### config.mk
export PLATFORM = sky130hd
export DESIGN_NAME = ps2_kbd_rx_flat
export DESIGN_NICKNAME = d
export VERILOG_FILES = /design/src/rtl/ps2_kbd_rx_if.sv /design/src/rtl/ps2_kbd_rx.sv /design/src/flat_wrapper.sv
export SDC_FILE = /design/constraint.sdc
export NUM_CORES = 1
export LEC_CHECK = 0
export ABC_CLOCK_PERIOD_IN_PS = 6650
export BUFFER_PORTS_ARGS = -buffer_cell sky130_fd_sc_hd__buf_2
export CORE_MARGIN = 10
export CORE_UTILIZATION = 60
export CTS_CLUSTER_SIZE = 24
export DETAILED_ROUTE_END_ITERATION = 8
export PLACE_DENSITY = 0.79
export SYNTH_ARGS = -nofsm -noshare
export SYNTH_HDL_FRONTEND = slang
export SYNTH_SLANG_ARGS = --single-unit
### constraint.sdc
create_clock -name clk -period 6.65 [get_ports clk]
set_input_delay 0.9975 -clock clk [delete_from_list [all_inputs] [get_ports clk]]
set_output_delay 0.9975 -clock clk [all_outputs]
set_load 0.05 [all_outputs]
### src/rtl/ps2_kbd_rx_if.sv
// -----------------------------------------------------------------------------
// ps2_kbd_rx_if
//   Key-event stream between the PS/2 keyboard receiver and its consumer.
//
//   Handshake: out_valid/out_ready follow strict valid/ready rules. The source
//   holds out_valid and out_data stable until a cycle in which both out_valid
//   and out_ready are high. That cycle transfers exactly one event. out_ready
//   may be driven freely and never depends on out_valid being low.
//
//   Signals:
//     out_valid  source -> sink  event available
//     out_ready  sink -> source  sink accepts the event this cycle
//     out_data   source -> sink  {ext, brk, code[7:0]}
//
//   Modports:
//     master  the event source (receiver)
//     slave   the event sink (bus register / CPU side)
// -----------------------------------------------------------------------------
interface ps2_kbd_rx_if;
    logic       out_valid;
    logic       out_ready;
    logic [9:0] out_data;

    modport master (output out_valid, output out_data, input out_ready);
    modport slave  (input out_valid, input out_data, output out_ready);
endinterface

### src/rtl/ps2_kbd_rx.sv
// -----------------------------------------------------------------------------
// ps2_kbd_rx
//   PS/2 keyboard receiver. Synchronises the raw PS/2 lines, glitch-filters the
//   clock, deframes 11-bit frames (start, 8 data LSB first, odd parity, stop),
//   reports parity/frame errors, aborts stalled frames after a timeout and
//   queues good bytes in a show-ahead FIFO drained by a valid/ready stream.
//
//   Optional build macro PS2_KBD_EVENT_DECODE_EN: when defined, 0xE0 and 0xF0
//   are absorbed as extended/break prefixes and folded into the following
//   event's ext/brk bits. When undefined every good byte is queued with
//   ext = brk = 0.
//
//   Ports:
//     clk, reset     system clock, synchronous active-high reset
//     ps2_clk        raw PS/2 clock (asynchronous)
//     ps2_data       raw PS/2 data (asynchronous)
//     evt            key-event stream (out_valid/out_ready/out_data)
//     fifo_level     number of entries held
//     overflow       sticky, an event was dropped on a full FIFO
//     overflow_clr   clears overflow (a same-cycle new overflow wins)
//     parity_err     one-cycle pulse, bad parity
//     frame_err      one-cycle pulse, stop bit 0 or timeout
//     err_count      saturating count of parity/frame errors
//     busy           receive FSM not idle
//     fsm_state      receive FSM state (0 idle, 1 shift, 2 check)
// -----------------------------------------------------------------------------
module ps2_kbd_rx #(
    parameter int FIFO_DEPTH     = 8,
    parameter int SYNC_STAGES    = 2,
    parameter int FILTER_LEN     = 4,
    parameter int TIMEOUT_CYCLES = 20000,
    localparam int PTR_W = $clog2(FIFO_DEPTH),
    localparam int LVL_W = PTR_W + 1
) (
    input  logic             clk,
    input  logic             reset,
    input  logic             ps2_clk,
    input  logic             ps2_data,
    ps2_kbd_rx_if.master     evt,
    output logic [LVL_W-1:0] fifo_level,
    output logic             overflow,
    input  logic             overflow_clr,
    output logic             parity_err,
    output logic             frame_err,
    output logic [7:0]       err_count,
    output logic             busy,
    output logic [1:0]       fsm_state
);

    localparam int FCNT_W = $clog2(FILTER_LEN + 1);
    localparam int TO_W   = $clog2(TIMEOUT_CYCLES + 1);

    // ---------------- input synchronisers (idle-high lines) ----------------
    logic [SYNC_STAGES-1:0] clk_sync;
    logic [SYNC_STAGES-1:0] data_sync;
    logic                   clk_s;
    logic                   data_s;

    always_ff @(posedge clk) begin
        if (reset) begin
            clk_sync  <= '1;
            data_sync <= '1;
        end else begin
            clk_sync  <= {clk_sync[SYNC_STAGES-2:0], ps2_clk};
            data_sync <= {data_sync[SYNC_STAGES-2:0], ps2_data};
        end
    end

    assign clk_s  = clk_sync[SYNC_STAGES-1];
    assign data_s = data_sync[SYNC_STAGES-1];

    // ---------------- clock glitch filter and falling-edge strobe ----------
    // filt_cnt counts consecutive samples that disagree with filt_clk; any
    // agreeing sample restarts the count, so short glitches never get through.
    logic [FCNT_W-1:0] filt_cnt;
    logic              filt_clk;
    logic              filt_clk_q;
    logic              strobe;

    always_ff @(posedge clk) begin
        if (reset) begin
            filt_cnt   <= '0;
            filt_clk   <= 1'b1;
            filt_clk_q <= 1'b1;
        end else begin
            filt_clk_q <= filt_clk;
            if (clk_s == filt_clk) begin
                filt_cnt <= '0;
            end else if (filt_cnt == FCNT_W'(FILTER_LEN - 1)) begin
                filt_clk <= clk_s;
                filt_cnt <= '0;
            end else begin
                filt_cnt <= filt_cnt + 1'b1;
            end
        end
    end

    assign strobe = filt_clk_q & ~filt_clk;

    // ---------------- receive FSM ----------------
    typedef enum logic [1:0] {
        S_IDLE  = 2'd0,
        S_SHIFT = 2'd1,
        S_CHECK = 2'd2
    } state_t;

    state_t           state;
    logic [3:0]       bitcnt;
    logic [9:0]       shreg;      // after 10 shifts: [7:0] data, [8] parity, [9] stop
    logic [TO_W-1:0]  to_cnt;
    logic             push_req;
    logic [9:0]       push_data;
    logic             stop_ok;
    logic             par_ok;
`ifdef PS2_KBD_EVENT_DECODE_EN
    logic             ext_pend;
    logic             brk_pend;
`endif

    assign stop_ok = shreg[9];
    assign par_ok  = ^shreg[8:0];

    always_ff @(posedge clk) begin
        if (reset) begin
            state      <= S_IDLE;
            bitcnt     <= '0;
            shreg      <= '0;
            to_cnt     <= '0;
            push_req   <= 1'b0;
            push_data  <= '0;
            parity_err <= 1'b0;
            frame_err  <= 1'b0;
`ifdef PS2_KBD_EVENT_DECODE_EN
            ext_pend   <= 1'b0;
            brk_pend   <= 1'b0;
`endif
        end else begin
            parity_err <= 1'b0;
            frame_err  <= 1'b0;
            push_req   <= 1'b0;
            case (state)
                S_IDLE: begin
                    to_cnt <= '0;
                    if (strobe && !data_s) begin
                        state  <= S_SHIFT;
                        bitcnt <= '0;
                    end
                end
                S_SHIFT: begin
                    if (strobe) begin
                        to_cnt <= '0;
                        // LSB-first: each new bit enters at the top.
                        shreg  <= {data_s, shreg[9:1]};
                        if (bitcnt == 4'd9) begin
                            state <= S_CHECK;
                        end else begin
                            bitcnt <= bitcnt + 1'b1;
                        end
                    end else if (to_cnt == TO_W'(TIMEOUT_CYCLES - 1)) begin
                        state     <= S_IDLE;
                        frame_err <= 1'b1;
`ifdef PS2_KBD_EVENT_DECODE_EN
                        ext_pend  <= 1'b0;
                        brk_pend  <= 1'b0;
`endif
                    end else begin
                        to_cnt <= to_cnt + 1'b1;
                    end
                end
                S_CHECK: begin
                    state  <= S_IDLE;
                    to_cnt <= '0;
                    if (!stop_ok || !par_ok) begin
                        // A bad stop bit is reported as a frame error even
                        // if the parity is also wrong.
                        if (!stop_ok) frame_err  <= 1'b1;
                        else          parity_err <= 1'b1;
`ifdef PS2_KBD_EVENT_DECODE_EN
                        ext_pend <= 1'b0;
                        brk_pend <= 1'b0;
`endif
                    end else begin
`ifdef PS2_KBD_EVENT_DECODE_EN
                        if (shreg[7:0] == 8'hE0) begin
                            ext_pend <= 1'b1;
                        end else if (shreg[7:0] == 8'hF0) begin
                            brk_pend <= 1'b1;
                        end else begin
                            push_req  <= 1'b1;
                            push_data <= {ext_pend, brk_pend, shreg[7:0]};
                            ext_pend  <= 1'b0;
                            brk_pend  <= 1'b0;
                        end
`else
                        push_req  <= 1'b1;
                        push_data <= {2'b00, shreg[7:0]};
`endif
                    end
                end
                default: state <= S_IDLE;
            endcase
        end
    end

    assign busy      = (state != S_IDLE);
    assign fsm_state = state;

    // ---------------- error counter ----------------
    always_ff @(posedge clk) begin
        if (reset) begin
            err_count <= '0;
        end else if ((parity_err || frame_err) && err_count != 8'hFF) begin
            err_count <= err_count + 1'b1;
        end
    end

    // ---------------- show-ahead FIFO ----------------
    logic [9:0]       mem [FIFO_DEPTH];
    logic [PTR_W-1:0] wr_ptr;
    logic [PTR_W-1:0] rd_ptr;
    logic             full;
    logic             pop;
    logic             push_ok;

    assign full          = (fifo_level == LVL_W'(FIFO_DEPTH));
    assign evt.out_valid = (fifo_level != '0);
    assign evt.out_data  = evt.out_valid ? mem[rd_ptr] : '0;
    assign pop           = evt.out_valid && evt.out_ready;
    // A pop in the same cycle frees the slot, so a push to a full FIFO is
    // still accepted then.
    assign push_ok       = push_req && (!full || pop);

    always_ff @(posedge clk) begin
        if (push_ok) mem[wr_ptr] <= push_data;
    end

    always_ff @(posedge clk) begin
        if (reset) begin
            wr_ptr     <= '0;
            rd_ptr     <= '0;
            fifo_level <= '0;
            overflow   <= 1'b0;
        end else begin
            if (push_ok) wr_ptr <= wr_ptr + 1'b1;
            if (pop)     rd_ptr <= rd_ptr + 1'b1;
            case ({push_ok, pop})
                2'b10:   fifo_level <= fifo_level + 1'b1;
                2'b01:   fifo_level <= fifo_level - 1'b1;
                default: fifo_level <= fifo_level;
            endcase
            // New overflow takes priority over a same-cycle clear.
            if (push_req && !push_ok) overflow <= 1'b1;
            else if (overflow_clr)    overflow <= 1'b0;
        end
    end

endmodule

### src/flat_wrapper.sv
// flat-port wrapper written by rule: the top's interface ports become plain ports
module ps2_kbd_rx_flat 
#(
    parameter int FIFO_DEPTH     = 8,
    parameter int SYNC_STAGES    = 2,
    parameter int FILTER_LEN     = 4,
    parameter int TIMEOUT_CYCLES = 20000,
    localparam int PTR_W = $clog2(FIFO_DEPTH),
    localparam int LVL_W = PTR_W + 1
)
  (clk, reset, ps2_clk, ps2_data, fifo_level, overflow, overflow_clr, parity_err, frame_err, err_count, busy, fsm_state, evt_out_valid, evt_out_data, evt_out_ready);
  ps2_kbd_rx_if evt_i ();
  input  logic clk;
  input  logic reset;
  input  logic ps2_clk;
  input  logic ps2_data;
  output logic [LVL_W-1:0] fifo_level;
  output logic overflow;
  input  logic overflow_clr;
  output logic parity_err;
  output logic frame_err;
  output logic [7:0] err_count;
  output logic busy;
  output logic [1:0] fsm_state;
  output wire logic [$bits(evt_i.out_valid)-1:0] evt_out_valid;
  output wire logic [$bits(evt_i.out_data)-1:0] evt_out_data;
  input wire logic [$bits(evt_i.out_ready)-1:0] evt_out_ready;
  assign evt_out_valid = evt_i.out_valid;
  assign evt_out_data = evt_i.out_data;
  assign evt_i.out_ready = evt_out_ready;
  ps2_kbd_rx #(.FIFO_DEPTH(FIFO_DEPTH), .SYNC_STAGES(SYNC_STAGES), .FILTER_LEN(FILTER_LEN), .TIMEOUT_CYCLES(TIMEOUT_CYCLES)) u_core (.clk(clk), .reset(reset), .ps2_clk(ps2_clk), .ps2_data(ps2_data), .evt(evt_i), .fifo_level(fifo_level), .overflow(overflow), .overflow_clr(overflow_clr), .parity_err(parity_err), .frame_err(frame_err), .err_count(err_count), .busy(busy), .fsm_state(fsm_state));
endmodule
After elaboration in Yosys (flattened, before gate mapping):

Memory sizes are Yosys's and may differ from the RTL's. A register that Yosys moved wholly into a read port is not among the register bits.
Cells that the tools add are included.
Widths: inputs -> output; s select.

* register bits after elaboration: 70
* memory bits (writable): 64
* bits of input ports: 6
* output and inout port bits: 29
* word-level logic and storage cells: 106
* memories kept: 1

* add/subtract/negate cells: 8
* equal/unequal tests: 16
* multiplexer cells: 27
* bitwise gates (word level): 5
* reductions and logical operators: 31

Memories
* u_core.mem: words 8, width 8, read ports 1, clocked after memory_dff 1, write ports 1, RTL line ps2_kbd_rx.sv:218 `logic [9:0] mem [FIFO_DEPTH];`

Operator list (count)
* $mux 15: 2
* $pmux 15 s2: 1
* $pmux 4 s2: 2
* $add 15x1->15 const B: 1
* $eq 15x15->1 const B: 1
* $mux 4: 3
* $mux 1: 10
* $mux 10: 1
* $reduce_bool 2->1: 5
* $add 3x1->3 const B: 3
* $reduce_xor 9->1: 1
* $add 4x1->4 const B: 2
* $add 8x1->8 const B: 1
* $eq 4x4->1 const B: 2
* $mux 2: 4
* $ne 8x8->1 const B: 1
* $reduce_and 2->1: 4
* $mux 3: 2
* $reduce_or 3->1: 2
* $logic_and 1x1->1: 5
* $logic_not 1->1: 5
* $eq 2x1->1 const B: 2
* $eq 2x2->1 const B: 2
* $ne 2x1->1 const B: 2
* other kinds (17): 23

Logic depth before layout (Yosys ltp):

Gate-level depths: netlist (run 1).

* depth after elaboration: 7
* gate-level depth with buffers: 10
* gate-level depth less buffers: 10

Worst setup path before layout (run 1):

OpenSTA, ideal clock, no wires.

* path kind: reg-to-output
* start point: reg with a tool-made name
* end point: out evt_out_data[5]
* arrival time: 1990 ps
* data required time: 5653 ps
* path slack: 3662 ps
* stages on the path, launching flop included: 6
* buffers on the path: 2
* cell sequence: dfxtp_1 -> clkbuf_1 -> buf_2 -> mux4_2 -> mux2i_1 -> nor2_1

RTL lines
* end: declaration: RTL line flat_wrapper.sv:26 `output wire logic [$bits(evt_i.out_data)-1:0] evt_out_data;`

==> results of run 1 <==
==> cell families (layout without fill, tap and decap cells) <==
logic type | count (synthesis) | after routing | share of synthesized area
DFF | 137 | 137 | 0.582
adders and majority gates | 15 | 15 | 0.0323
AOI/OAI and AO/OA | 50 | 50 | 0.0556
and+or+nand+nor | 168 | 168 | 0.144
buffers and inverters | 32 | 81 | 0.0235
other | 1 | 2 | 0.000645
muxes | 47 | 47 | 0.118
xor gates and xnor gates | 26 | 26 | 0.0439
==> layer usage <==
metal	vias up	global-route usage	share of wire
li1	1786	-	-
met1	1724	0.183	0.44
met2	75	0.262	0.51
met3	7	0.0443	0.045
met4	0	0.0473	0.0086
met5	-	0	0
==> cell type report <==
cell class	count	area, um^2
Sequential cell	137	3380
Fill cell	647	2690
Multi-Input combinational cell	308	2300
Clock buffer	18	418
Timing Repair Buffer	35	183
Tap cell	129	161
Clock inverter	14	144
Inverter	14	52.6
==> through the flow <==
stage | hold WS (ns) | worst slack (ns) | power [uW]
after global routing | 0.428 | 2.77 | 2070
after CTS | 0.422 | 2.93 | 2010
after global placement | 0.396 | 3.55 | 1120
final | 0.414 | 3.02 | 1990
after detailed placement | 0.403 | 3.40 | 1130
after floorplan | 0.389 | 3.66 | 1080
==> worst max-delay path by stage <==
stage / endpoint / slack [ns] / cells past startpoint
floorplan: evt_out_data[5] / 3.66 / 5
global placement: evt_out_data[7] / 3.55 / 4
detailed placement: u_core.fifo_level[2]$_SDFFE_PP0P_ / 3.40 / 9
CTS: evt_out_data[7] / 2.93 / 4
global route: evt_out_data[7] / 2.77 / 4
finish: evt_out_data[7] / 3.02 / 4
==> critical path: stages (launching register included) <==
cell     delay (ns)
dfxtp_1        1.00
mux4_2         0.63
mux2i_1        0.17
nor2_1         0.06
buf_2          0.27
==> synthesized netlist by cell type, drive strengths merged (4+ instances only) <==
library cell	number
nand2b	6
a31oi	5
mux4	16
xnor2	8
nor3	7
nand3	9
a21oi	19
nand4	9
o21ai	12
inv	14
clkbuf	11
nor2b	6
mux2i	30
nor2	71
or2	5
or4	7
and3	4
xor2	16
nand2	26
buf	7
ha	15
dfxtp	73
edfxtp	64
nor4	4
==> flip-flops by register name, summed over array words and instances (netlist names), named ones only <==
register           cells
u_core.bitcnt          4
u_core.clk_sync        2
u_core.data_sync       2
u_core.err_count       8
u_core.fifo_level      4
u_core.filt_clk        1
u_core.filt_clk_q      1
u_core.filt_cnt        3
u_core.frame_err       1
u_core.fsm_state       2
u_core.mem            64
u_core.overflow        1
u_core.parity_err      1
u_core.push_data       8
u_core.push_req        1
u_core.rd_ptr          3
u_core.shreg          10
u_core.to_cnt         15
u_core.wr_ptr          3
==> report_power, final <==
group	internal, uW	switching (uW)	leakage [uW]
Combinational	63.0	153	0.00107
Clock	534	346	0.000264
Sequential	885	11.5	0.00118
Total	1480	511	0.00252
==> impl_metrics.py, run 1 <==
metrics = {
    "outcome": {
        "status": "complete, no violations",
    },
    "logic_synthesis": {
        "ys_seq_area_frac": 0.582,
        "synth.distinct_cells": 56,
        "synth-warning-count": 0,
        "synth-seq-cells": 137,
        "yosys.area.top_type": "edfxtp_1",
        "synthFlopType": "dfxtp_1",
        "ys_async_sr_fraction": 0,
        "avgSynthCellArea_um2": 12.2,
        "syn_area_um2": 5810,
        "synthTopCellsByArea": "edfxtp_1 (33%), dfxtp_1 (25%), mux4_2 (6.2%)",
        "synth.top_cell.area_share": 0.331,
        "synthCells": 476,
        "synth_edf_count": 64,
    },
    "global_routing": {
        "grt_pass1_vias": 3632,
        "grt_pass1_wl_mm": 17.5,
        "grt_antenna_before_repair": 0,
        "grt_overflow": 0,
        "grt_max_degree": 69,
        "grtUsageTotal": 0.153,
    },
    "routing": {
        "vias": 3592,
        "wl_per_cell_um": 15.9,
        "first_iter_violations": 229,
        "drtAntennaViolNets": 0,
        "vias_per_cell": 5.48,
        "firstDrtPassIters": 4,
        "drc": 0,
        "wl_mm": 10.4,
    },
    "final_layout": {
        "mostFrequentLayoutCells": "dfxtp_1 (73), nor2_1 (71), edfxtp_1 (64)",
        "layout_commonest_cell": "dfxtp_1",
        "stdcell_count": 655,
        "finalInstanceArea_um2": 6640,
        "fin_nets": 534,
        "drive_gt1_frac": 0.184,
        "utilization": 0.712,
        "diodes": 0,
        "syn2layout_area_growth_pct": 14.3,
    },
    "floorplan": {
        "start_util": 0.623,
        "die_h_um": 118,
        "rows": 35,
        "die_w_um": 118,
        "io_pins": 35,
        "dieArea_um2": 14000,
        "core_area_um2": 9330,
    },
    "power": {
        "power_leakage_uw": 0.00252,
        "peakVddDrop_mv": 0.285,
        "pwr_density_cell_nw_per_um2": 300,
    },
    "setup_path": {
        "cp.required_ns": 5.65,
        "worst_ep_arrival_time_ns": 2.63,
        "critPathKind": "reg2out",
        "rr_worst_depth": 9,
        "startpoint_type": "flip-flop",
        "r2r-end": "u_core.fifo_level[2]$_SDFFE_PP0P_",
        "worstReg2RegStart": "u_core.fifo_level[1]$_SDFFE_PP0P_",
        "cp_max_fo": 16,
        "cp-end-kind": "output pin",
        "r2r_slack_ns": 3.42,
    },
    "clock_tree": {
        "clk_pin_slew_worst_paths_ns": 0.06,
        "cts.repair.resized": 0,
        "numClockSinks": 137,
        "clk_latency_ns": 0.50,
        "cts_buffers": 17,
        "htreeDepth": 4,
        "cts_setup_buffers": 0,
        "cts_buffer_depth": 2,
        "cts_tree": "done",
        "cts_root_buf": "clkbuf_8",
        "ctsHoldBuffers": 0,
    },
    "timing": {
        "fin_crit_sh": 0.545,
        "finalWorstPathRequiredPeriod_ns": 3.63,
        "slew_headroom": 0.188,
        "rsz0062_at_grt": "no",
        "max_freq_mhz": 276,
        "skew_ns": 0.00812,
        "tns_ns": 0,
        "setup_viol": 0,
        "worst_slew_pin_slew_ns": 1.21,
        "slew_viol_final": 0,
        "hold_viol": 0,
    },
    "placement": {
        "io_buffers": 32,
        "dp_hpwl_mm": 6.79,
        "dpl_cell_area_um2": 6080,
        "place_inst": 623,
        "gp_congestion": 0.797,
    },
    "run": {
        "maxCapViolations": 0,
    },
    "worst_hold_path": {
        "min_to": "u_core.clk_sync[1]$_SDFF_PP1_",
        "hp-start": "u_core.clk_sync[0]$_SDFF_PP1_",
        "hold_class": "reg2reg",
        "holdPathStages": 1,
    },
}
No activity file was read; power rests on OpenSTA's default activity.
==> inputs of run 2 (changes only) <==
--- a/config.mk
+++ b/config.mk
@@ -5,7 +5,7 @@
 export SDC_FILE = /design/constraint.sdc
 export NUM_CORES = 1
 export LEC_CHECK = 0
-export ABC_CLOCK_PERIOD_IN_PS = 6650
+export ABC_CLOCK_PERIOD_IN_PS = 3700
 export BUFFER_PORTS_ARGS = -buffer_cell sky130_fd_sc_hd__buf_2
 export CORE_MARGIN = 10
 export CORE_UTILIZATION = 60
==> constraint.sdc (replaced) <==
create_clock -name clk -period 3.7 [get_ports clk]
set_input_delay 0.555 -clock clk [delete_from_list [all_inputs] [get_ports clk]]
set_output_delay 0.555 -clock clk [all_outputs]
set_load 0.05 [all_outputs]
==> run 2 against run 1 <==
Against the previous run: register-to-register slack worse by 2.3 ns; via count rose by 1.8%; clock power rose by 86%; first-iteration DRC count fell by 4.8%; utilization increased by 0.56 points; critical endpoint unchanged; clock skew down 0.00085 ns; die area stayed put; largest cell class unchanged.
==> impl_metrics.py, run 2 (same netlist as run 1, synthesis figures left out) <==
metrics = {
    "setup_path": {
        "cp_slowest_cell": "dfxtp_1",
        "cp.required_ns": 3.14,
        "cp_max_fo": 16,
        "cp-end-kind": "output pin",
        "crit_chain": "mux4_2 > mux2i_1 > nor2_1 > buf_2",
        "worst_ep_arrival_time_ns": 2.23,
        "startpoint_type": "flip-flop",
        "critPathKind": "reg2out",
        "slowest_delay_ns": 0.81,
    },
    "clock_tree": {
        "numClockSinks": 137,
        "cts_buffers": 17,
        "cts.repair.resized": 0,
        "cts_root_buf": "clkbuf_8",
        "clk_pin_slew_worst_paths_ns": 0.07,
        "ctsHoldBuffers": 0,
        "htreeDepth": 4,
        "cts_buffer_depth": 2,
        "cts_tree": "done",
        "cts_setup_buffers": 0,
        "clk_latency_ns": 0.52,
    },
    "global_routing": {
        "grt_pass1_wl_mm": 18.7,
        "grtUsageTotal": 0.163,
        "grt_antenna_before_repair": 0,
        "grt_pass1_vias": 3725,
        "grt_overflow": 0,
        "grt_max_degree": 56,
    },
    "routing": {
        "vias_per_cell": 5.56,
        "wl_mm": 10.9,
        "drc": 0,
        "firstDrtPassIters": 4,
        "drtAntennaViolNets": 0,
        "vias": 3658,
        "first_iter_violations": 218,
        "wl_per_cell_um": 16.6,
    },
    "timing": {
        "finalWorstPathRequiredPeriod_ns": 2.78,
        "slew_headroom": 0.362,
        "rsz0062_at_grt": "no",
        "slew_viol_final": 0,
        "tns_ns": 0,
        "skew_ns": 0.00727,
        "hold_viol": 0,
        "setup_ws_ns": 0.916,
        "setup_viol": 0,
        "max_freq_mhz": 359,
        "fin_crit_sh": 0.752,
        "worst_slew_pin_slew_ns": 0.956,
    },
    "final_layout": {
        "layout_commonest_cell": "dfxtp_1",
        "reg_top3": "u_core.mem: 64 flops, u_core.to_cnt: 15 flops, u_core.shreg: 10 flops",
        "finalInstanceArea_um2": 6700,
        "stdcell_count": 658,
        "fin_nets": 537,
        "drive_gt1_frac": 0.195,
        "largest_reg_flops": 64,
        "syn2layout_area_growth_pct": 15.2,
        "mostFrequentLayoutCells": "dfxtp_1 (73), nor2_1 (71), edfxtp_1 (64)",
        "regMostFlops": "u_core.mem",
        "diodes": 0,
    },
    "power": {
        "power_leakage_uw": 0.00255,
        "p_total_uw": 3640,
        "clockPowerShare": 0.451,
        "seqPwrFrac": 0.442,
        "share_comb_of_total_power": 0.107,
        "p_sw_uw": 1010,
        "pwr_density_cell_nw_per_um2": 544,
        "peakVddDrop_mv": 0.620,
        "internal-power_uw": 2630,
        "swShare": 0.277,
    },
    "floorplan": {
        "io_pins": 35,
        "die_w_um": 118,
        "start_util": 0.623,
        "core_area_um2": 9330,
        "die_h_um": 118,
        "dieArea_um2": 14000,
        "rows": 35,
    },
    "outcome": {
        "status": "complete, no violations",
    },
    "placement": {
        "dpl_cell_area_um2": 6100,
        "dp_hpwl_mm": 7.02,
        "place_inst": 626,
        "gp_congestion": 0.797,
        "pre_cts_slack_ns": 1.07,
        "io_buffers": 32,
    },
    "run": {
        "maxCapViolations": 0,
    },
    "worst_hold_path": {
        "hold_class": "in2reg",
    },
}
-- run 2: cell types whose count changed in the layout (fill, tap and decap cells not counted), sizes merged --
cell / before / now
bufinv: 2 / 1
inv: 18 / 22
clkbuf: 18 / 17
clkinvlp: 4 / 2
buf: 35 / 38
-- run 2: area by class of cell --
type | instances | area (um^2)
Sequential cell | 137 | 3380
Timing Repair Buffer | 38 | 205
Clock inverter | 15 | 178
Inverter | 14 | 52.6
Clock buffer | 17 | 414
Fill cell | 663 | 2630
Tap cell | 129 | 161
Multi-Input combinational cell | 308 | 2300
-- run 2: through the flow --
stage	hold slack, ns	utilization
after floorplan	0.389	-
after global placement	0.398	0.654
after detailed placement	0.400	0.654
after CTS	0.202	0.718
after global routing	0.215	0.718
final	0.216	0.718
-- run 2: final timing paths --
path,start,end,slack [ns],cells after the start
min reg2reg,u_core.data_sync[0]$_SDFF_PP1_,u_core.data_sync[1]$_SDFF_PP1_,0.42,1
max,flip-flop,evt_out_data[7],0.92,4
min,ps2_clk,u_core.clk_sync[0]$_SDFF_PP1_,0.22,2
max reg2reg,u_core.fifo_level[0]$_SDFFE_PP0P_,u_core.fifo_level[2]$_SDFFE_PP0P_,1.16,10
-- run 2: metal layers --
metal,GRT usage,part of all wire,up-vias
met3,0.0409,0.041,13
met5,0,0,-
met2,0.285,0.52,74
met4,0.0557,0.012,0
li1,-,-,1803
met1,0.191,0.43,1768
-- run 2: power by group through the flow --
stage          sequential (uW)  combinational (uW)  clock, uW
4_1_cts                   1610                 391       1660
5_1_grt                   1610                 436       1730
3_5_place_dp              1640                 387          0
6_report                  1610                 390       1640
2_1_floorplan             1680                 269          0
3_3_place_gp              1640                 379          0
-- run 2: critical path: cells and delay by family (launching register included) --
kind	cells	cell delay (ns)
AND/OR/NAND/NOR	1	0.08
buffers and inverters	1	0.21
multiplexers	2	0.61
flip-flops	1	0.81
==> inputs of run 3 (changes only) <==
--- a/config.mk
+++ b/config.mk
@@ -5,13 +5,14 @@
 export SDC_FILE = /design/constraint.sdc
 export NUM_CORES = 1
 export LEC_CHECK = 0
-export ABC_CLOCK_PERIOD_IN_PS = 3700
+export ABC_AREA = 1
+export ABC_CLOCK_PERIOD_IN_PS = 2500
 export BUFFER_PORTS_ARGS = -buffer_cell sky130_fd_sc_hd__buf_2
 export CORE_MARGIN = 10
-export CORE_UTILIZATION = 60
+export CORE_UTILIZATION = 55
 export CTS_CLUSTER_SIZE = 24
 export DETAILED_ROUTE_END_ITERATION = 8
-export PLACE_DENSITY = 0.79
+export PLACE_DENSITY = 0.76
 export SYNTH_ARGS = -nofsm -noshare
 export SYNTH_HDL_FRONTEND = slang
 export SYNTH_SLANG_ARGS = --single-unit
==> constraint.sdc (replaced) <==
create_clock -name clk -period 2.5 [get_ports clk]
set_input_delay 0.375 -clock clk [delete_from_list [all_inputs] [get_ports clk]]
set_output_delay 0.375 -clock clk [all_outputs]
set_load 0.05 [all_outputs]
==> run 3 against run 2 <==
Against the previous run: sequential cell count unchanged; sequential share of layout area decreased by 2.3 points; non-clock buffer count grew 11; die area grew 11%; final area grew 4.9%; clock power rose by 41%; synthesized cell count rose by 46%; register-to-register slack got worse by 0.94 ns; power increased by 89%; worst hold slack worse by 0.18 ns; via count up 31%; critical path type unchanged; critical endpoint unchanged.
==> impl_metrics.py, run 3 <==
metrics = {
    "routing": {
        "vias_per_cell": 5.37,
        "firstDrtPassIters": 7,
        "first_iter_violations": 319,
        "vias": 4785,
        "wl_mm": 12.9,
        "drc": 0,
        "drtAntennaViolNets": 0,
        "wl_per_cell_um": 14.4,
    },
    "final_layout": {
        "layout_commonest_cell": "nor2_1",
        "syn2layout_area_growth_pct": 15.8,
        "diodes": 0,
        "regMostFlops": "u_core.mem",
        "drive_gt1_frac": 0.148,
        "fin_nets": 760,
        "reg_top3": "u_core.mem: 64 flops, u_core.to_cnt: 15 flops, u_core.shreg: 10 flops",
        "finalInstanceArea_um2": 7020,
        "mostFrequentLayoutCells": "nor2_1 (139), nand2_1 (109), dfxtp_1 (69)",
        "largest_reg_flops": 64,
    },
    "logic_synthesis": {
        "syn_area_um2": 6070,
        "synth-warning-count": 0,
        "synth_edf_count": 64,
        "synth.top_cell.area_share": 0.317,
        "synthFlopType": "dfxtp_1",
        "ys_async_sr_fraction": 0,
        "synthCells": 694,
        "yosysMostFrequentCell": "nor2_1",
        "synth.distinct_cells": 35,
        "synthTopCellsByArea": "edfxtp_1 (32%), dfxtp_1 (24%), nor2_1 (8.6%)",
        "ys_seq_area_frac": 0.558,
        "synth_common_cells": "nor2_1 (139), nand2_1 (109), dfxtp_1 (73)",
        "synth-seq-cells": 137,
        "yosys.area.top_type": "edfxtp_1",
        "avgSynthCellArea_um2": 8.74,
    },
    "clock_tree": {
        "cts.repair.resized": 1,
        "numClockSinks": 137,
        "cts_buffer_depth": 2,
        "cts_tree": "done",
        "clk_pin_slew_worst_paths_ns": 0.06,
        "cts_buffers": 17,
        "cts_setup_buffers": 0,
        "htreeDepth": 4,
        "cts_root_buf": "clkbuf_8",
        "ctsHoldBuffers": 0,
        "clk_latency_ns": 0.52,
    },
    "timing": {
        "rsz0062_at_grt": "yes",
        "finalWorstPathRequiredPeriod_ns": 2.38,
        "tns_ns": 0,
        "setup_ws_ns": 0.116,
        "skew_ns": 0.00987,
        "slew_viol_final": 0,
        "setup_viol": 0,
        "hold_viol": 0,
        "max_freq_mhz": 419,
        "fin_crit_sh": 0.954,
    },
    "floorplan": {
        "start_util": 0.560,
        "rows": 38,
        "die_h_um": 125,
        "io_pins": 35,
        "die_w_um": 125,
        "core_area_um2": 10800,
        "dieArea_um2": 15600,
    },
    "power": {
        "pwr_density_cell_nw_per_um2": 981,
        "p_total_uw": 6890,
        "power_leakage_uw": 0.00268,
        "peakVddDrop_mv": 0.806,
    },
    "global_routing": {
        "grt_overflow": 0,
        "grt_antenna_before_repair": 0,
        "grtUsageTotal": 0.166,
        "grt_pass1_vias": 4736,
        "grt_pass1_wl_mm": 21.9,
        "grt_max_degree": 33,
    },
    "setup_path": {
        "cp-end-kind": "output pin",
        "cp.required_ns": 2.12,
        "worst_ep_arrival_time_ns": 2.01,
        "worstReg2RegStart": "u_core.fifo_level[1]$_SDFFE_PP0P_",
        "startpoint_type": "flip-flop",
        "critPathKind": "reg2out",
        "cp_max_fo": 14,
    },
    "worst_hold_path": {
        "hold_class": "in2reg",
        "hp-start": "ps2_data",
    },
    "placement": {
        "gp_congestion": 0.873,
        "io_buffers": 32,
        "pre_cts_slack_ns": 0.252,
        "dp_hpwl_mm": 8.53,
        "dpl_cell_area_um2": 6420,
    },
    "run": {
        "maxCapViolations": 0,
    },
    "outcome": {
        "status": "complete, no violations",
    },
}
-- run 3: metrics by stage --
stage	hold slack, ns	cells	utilization
after floorplan	0.389	695	-
after global placement	0.391	860	0.593
after detailed placement	0.402	860	0.593
after CTS	0.0181	891	0.643
after global routing	0.0333	891	0.648
final	0.0345	891	0.648
-- run 3: cells by family (layout without fill, tap and decap cells) --
family,count (synthesis),after routing,share of synthesized area
and+or+nand+nor,322,322,0.228
buffers and inverters,97,153,0.0656
AOI/OAI and AO/OA,113,113,0.104
DFF,137,137,0.558
xor gates and xnor gates,9,9,0.0130
other,1,2,0.000618
adders and majority gates,15,15,0.0309
-- run 3: critical path, stage by stage (launching register included) --
cell     delay [ns]
dfxtp_1        0.39
buf_4          0.22
nor2_1         0.07
o32ai_1        0.32
o21ai_0        0.12
nor2_1         0.09
buf_2          0.27
-- run 3: area by class of cell --
cell class	instances	area (um^2)
flip-flops and latches	137	3390
inverters	73	279
fillers	852	3820
multi-input cells	461	2320
clock buffers	18	418
clock inverters	13	131
well taps	140	175
repair buffers	49	307
-- run 3: path summary, 6_finish.rpt --
| kind | endpoint | slack [ns] | depth (start not counted) |
|---|---|---|---|
| max reg2reg | u_core.fifo_level[2]$_SDFFE_PP0P_ | 0.22 | 11 |
| max | evt_out_data[7] | 0.12 | 6 |
| min | u_core.data_sync[0]$_SDFF_PP1_ | 0.03 | 2 |
| min reg2reg | u_core.clk_sync[1]$_SDFF_PP1_ | 0.41 | 1 |
-- run 3: layer usage --
| layer | GRT usage | vias up | share of wire |
|---|---|---|---|
| met3 | 0.0439 | 27 | 0.052 |
| met4 | 0.0583 | 0 | 0.018 |
| met2 | 0.288 | 144 | 0.51 |
| met1 | 0.192 | 2219 | 0.42 |
| met5 | 0 | - | 0 |
| li1 | - | 2395 | - |
-- run 3: where the power goes --
part           total, uW  switching [uW]  internal, uW
sequential          2500            81.6          2420
combinational       2070            1490           581
clock               2320             915          1400
total               6890            2490          4400
